File: src/rtl/serial_subtractor.sv
// rtl/serial_subtractor.sv - bit-serial subtractor computing a - b - bin, LSB first
//
// Purpose: accepts a subtraction request, then resolves one result bit per clock
// for WIDTH clocks, and publishes diff/bout/zero together with a one-cycle done.
//
// Ports:
//   clk    in   1      rising-edge clock
//   rst    in   1      asynchronous active-high reset
//   start  in   1      request; accepted in IDLE or DONE, ignored in RUN
//   a      in   WIDTH  minuend, captured on the accepting edge
//   b      in   WIDTH  subtrahend, captured on the accepting edge
//   bin    in   1      borrow-in, captured on the accepting edge
//   busy   out  1      high while in RUN
//   done   out  1      high for the single DONE cycle
//   diff   out  WIDTH  a - b - bin modulo 2^WIDTH, held until next completion
//   bout   out  1      borrow-out of the MSB
//   zero   out  1      diff == 0
module serial_subtractor #(
  parameter int WIDTH = 8
) (
  input  logic             clk,
  input  logic             rst,
  input  logic             start,
  input  logic [WIDTH-1:0] a,
  input  logic [WIDTH-1:0] b,
  input  logic             bin,
  output logic             busy,
  output logic             done,
  output logic [WIDTH-1:0] diff,
  output logic             bout,
  output logic             zero
);

  localparam int CW = $clog2(WIDTH);
  localparam logic [CW-1:0] LAST = CW'(WIDTH - 1);

  typedef enum logic [1:0] {
    IDLE = 2'd0,
    RUN  = 2'd1,
    DONE = 2'd2
  } state_t;

  state_t           state_q, state_d;
  logic [CW-1:0]    cnt_q, cnt_d;
  logic [WIDTH-1:0] a_q, a_d;
  logic [WIDTH-1:0] b_q, b_d;
  logic             br_q, br_d;
  logic [WIDTH-1:0] acc_q, acc_d;
  logic [WIDTH-1:0] diff_q, diff_d;
  logic             bout_q, bout_d;
  logic             zero_q, zero_d;

  // Operands shift right so the bit under work is always at position 0.
  logic             bit_w;
  logic             br_nxt_w;
  logic [WIDTH-1:0] acc_nxt_w;

  assign bit_w     = a_q[0] ^ b_q[0] ^ br_q;
  assign br_nxt_w  = (~a_q[0] & b_q[0]) | (~(a_q[0] ^ b_q[0]) & br_q);
  // Result bits enter at the MSB; after WIDTH shifts the LSB has reached bit 0.
  assign acc_nxt_w = {bit_w, acc_q[WIDTH-1:1]};

  always_ff @(posedge clk or posedge rst) begin
    if (rst) begin
      state_q <= IDLE;
    end else begin
      state_q <= state_d;
    end
  end

  always_ff @(posedge clk or posedge rst) begin
    if (rst) begin
      cnt_q  <= '0;
      a_q    <= '0;
      b_q    <= '0;
      br_q   <= 1'b0;
      acc_q  <= '0;
      diff_q <= '0;
      bout_q <= 1'b0;
      zero_q <= 1'b0;
    end else begin
      cnt_q  <= cnt_d;
      a_q    <= a_d;
      b_q    <= b_d;
      br_q   <= br_d;
      acc_q  <= acc_d;
      diff_q <= diff_d;
      bout_q <= bout_d;
      zero_q <= zero_d;
    end
  end

  always_comb begin
    state_d = state_q;
    cnt_d   = cnt_q;
    a_d     = a_q;
    b_d     = b_q;
    br_d    = br_q;
    acc_d   = acc_q;
    diff_d  = diff_q;
    bout_d  = bout_q;
    zero_d  = zero_q;

    case (state_q)
      IDLE, DONE: begin
        if (start) begin
          state_d = RUN;
          a_d     = a;
          b_d     = b;
          br_d    = bin;
          cnt_d   = '0;
          acc_d   = '0;
        end else begin
          state_d = IDLE;
        end
      end

      RUN: begin
        a_d   = a_q >> 1;
        b_d   = b_q >> 1;
        br_d  = br_nxt_w;
        acc_d = acc_nxt_w;
        cnt_d = cnt_q + CW'(1);
        if (cnt_q == LAST) begin
          // Final bit: publish all three results on the same edge.
          state_d = DONE;
          cnt_d   = '0;
          diff_d  = acc_nxt_w;
          bout_d  = br_nxt_w;
          zero_d  = (acc_nxt_w == '0);
        end
      end

      default: begin
        state_d = IDLE;
      end
    endcase
  end

  assign busy = (state_q == RUN);
  assign done = (state_q == DONE);
  assign diff = diff_q;
  assign bout = bout_q;
  assign zero = zero_q;

endmodule
File: config.mk
export PLATFORM = sky130hd
export DESIGN_NAME = serial_subtractor
export DESIGN_NICKNAME = d
export VERILOG_FILES = /design/src/rtl/serial_subtractor.sv
export SDC_FILE = /design/constraint.sdc
export NUM_CORES = 1
export LEC_CHECK = 0
export ABC_AREA = 1
export CAP_MARGIN = 10
export CORE_MARGIN = 2
export CORE_UTILIZATION = 35
export CTS_BUF_LIST = sky130_fd_sc_hd__clkbuf_4
export DETAILED_ROUTE_END_ITERATION = 8
export PLACE_DENSITY = 0.62
export SYNTH_ARGS = -nofsm -noshare
export SYNTH_HDL_FRONTEND = slang
export SYNTH_SLANG_ARGS = --single-unit
File: constraint.sdc
create_clock -name clk -period 1.5 [get_ports clk]
set_input_delay 0.3 -clock clk [delete_from_list [all_inputs] [get_ports clk]]
set_output_delay 0.3 -clock clk [all_outputs]
set_load 0.1 [all_outputs]
==> metrics.csv <==
metric,value,unit
cts.sinks,39,
grt_pass1_vias,1443,
coreArea,5140,um^2
grt_pass1_wl,6.21,mm
p_leak,0.00132,uW
fin_crit_sh,0.970,
clock_latency,0.35,ns
swShare,0.488,
drtIter0Drc,37,
critical_path.startpoint,state_q[1],
gr-total-overflow,0,
cts.htree.levels,2,
cpPeakStageDelay,0.39,ns
path_cells,inv_2 -> nand2_4 -> inv_8 -> buf_12,
yosysTopAreaCell,dfrtp_1,
p_sw,2970,uW
routedWlPerCell,10.1,um
drt-total-wl,3.40,mm
stdcell_area,2510,um^2
drc,0,
p_per_area,2430,nW/um^2
ys_warn_count,0,
p_int,3120,uW
start_util,0.367,
drt_pass1_iterations,5,
setup-violations-final,0,
irDropWorstVdd,1150,uV
fmax,688,MHz
arrival,1.15,ns
syn_avg_cell_area,8.46,um^2
routed_via_density,4.37,
timing.slew.headroom,0.852,
finalHoldViolations,0,
r2r-end,diff[6],
rsz0062_at_grt,false,
num_io_pins,32,
maxCapViolCount,0,
syn2layout_area_growth,33.1,%
path_class,reg2out,
path_delay_family,flip-flops,
synth_top_area_frac,0.518,
start_kind,flip-flop,
worstPathRequired,1.20,ns
antenna_left,0,
r2r-start,cnt_q[0],
final_nets,288,
finClkSkew,0.0104,ns
post-route-util,0.488,
place_area,2410,um^2
drive_gt1_frac,0.199,
cts_buffer_depth,2,
die_area,5990,um^2
end_kind,output pin,
antenna_found_initial,0,
p_clk_frac,0.089,
critical_path_buf_inv_count,3,
r2r_cells,5,
tightest_slew,0.223,ns
seqPwrFrac,0.306,
syn_nets,246,
synth_cells,223,
path_clk_slew,0.13,ns
ctsRootBufferMaster,clkbuf_4,
rows,26,
setup_ws,0.0455,ns
die_w,77.4,um
grt_max_degree,40,
syn-cell-area,1890,um^2
rrSetupSlack,0.11,ns
finalCriticalPeriod,1.45,ns
dp_hpwl,2.41,mm
hold_path.class,in2async,
synth_cell_types,18,
maxSlewViolCount,0,
fp.dieH,77.4,um
cts_made_buffers,5,
finalPower,6100,uW
status,"complete, no violations",
combPwrFrac,0.606,
synth_seq_cells,39,
pre_cts_ws,0.0389,ns
yosysSeqAreaShare,0.518,
cts_tree,built,
num_vias,1468,
hold_buffers,0,
tns,0,ns
finalWeightedCongestion,0.748,
n_antenna_cell,0,
port_buffers,31,
yosys-top-cells-area,"dfrtp_1 (52%), nand2_1 (16%), inv_1 (8.2%)",
grt_util_all_layers,0.130,
slowest_stage,dfrtp_1,
critPathMaxFanout,5,
[synthesized netlist by cell type (all sizes together)]
| library cell | n |
|---|---|
| nand2 | 83 |
| inv | 44 |
| dfrtp | 39 |
| nand3 | 19 |
| o21ai | 12 |
| buf | 8 |
| o22ai | 7 |
| nor2 | 6 |
| ha | 2 |
| clkinv | 1 |
| fa | 1 |
| or2 | 1 |
[repair_timing]
item	in CTS	in global routing
pin swaps	0	1
gates resized for setup	3	1
setup endpoints to repair	1	2
setup buffers	2	3
[how the worst max path moves through the flow]
stage                     endpoint  slack (ns)  cells after the start
after global routing       diff[7]       0.007                      5
after floorplan               br_q        0.25                      3
after detailed placement    b_q[1]        0.04                      6
final                         busy        0.05                      4
after CTS                     busy       0.004                      4
after global placement      b_q[3]        0.07                      6
[worst min-delay path, delay by kind of cell]
kind	cells	cell delay (ns)
buf+inv	3	0.72
[flip-flops by register name, summed over array words and instances (netlist names)]
register  flops
zero          1
state_q       2
acc_q         7
bout          1
cnt_q         3
b_q           8
br_q          1
diff          8
a_q           8
[power groups by stage]
| stage | logic, uW | clock network, uW | registers, uW |
|---|---|---|---|
| after floorplan | 1810 | 0 | 2640 |
| after global placement | 3580 | 0 | 1870 |
| after detailed placement | 3640 | 0 | 1890 |
| after CTS | 3690 | 561 | 1870 |
| after global routing | 4100 | 599 | 1920 |
| final | 3690 | 540 | 1860 |
[per-layer routing]
layer | wire (um) | GRT usage | vias to the layer above
met4 | 62 | 0.0607 | 0
met1 | 1530 | 0.153 | 677
li1 | - | - | 758
met3 | 104 | 0.0267 | 6
met5 | 0 | 0 | -
met2 | 1700 | 0.226 | 27
[cell usage in the layout (no fill, tap or decap)]
cell / Yosys / layout
inv_6: 2 / 1
nand2_1: 79 / 79
buf_4: 0 / 9
inv_2: 1 / 2
buf_12: 0 / 14
inv_8: 0 / 1
ha_1: 2 / 2
clkdlybuf4s50_1: 0 / 19
clkbuf_4: 0 / 5
buf_6: 5 / 1
o21ai_0: 3 / 3
dfrtp_1: 39 / 38
clkinv_2: 1 / 2
o21ai_2: 9 / 9
fa_1: 1 / 1
nor2_1: 6 / 5
dfrtp_2: 0 / 1
nand3_1: 19 / 19
clkinvlp_4: 0 / 2
nor2_4: 0 / 1
inv_1: 41 / 40
or2_2: 1 / 1
o22ai_1: 7 / 7
nand2_4: 4 / 4
[through the flow]
stage,hold WS (ns),std cells
6_report,0.290,336
5_1_grt,0.305,336
4_1_cts,0.294,333
3_5_place_dp,0.466,323
3_3_place_gp,0.458,323
2_1_floorplan,0.427,223
[logic make-up (layout without fill, tap and decap cells)]
kind of cell	count (synthesis)	in the layout	synth area share
AO/OA/AOI/OAI	19	19	0.0730
AND/OR/NAND/NOR	109	109	0.247
flip-flops	39	39	0.518
buffers and inverters	53	96	0.139
adder cells (fa/ha/maj)	3	3	0.0239
[layout make-up]
cell class / instances / area [um^2]
clock buffer: 5 / 37.5
clock inverter: 3 / 20.0
fill: 524 / 2630
inverter: 45 / 183
multi-input combinational: 131 / 656
sequential: 39 / 977
tap: 70 / 87.6
timing repair buffer: 43 / 549
Power figures use the tool's default switching activity.
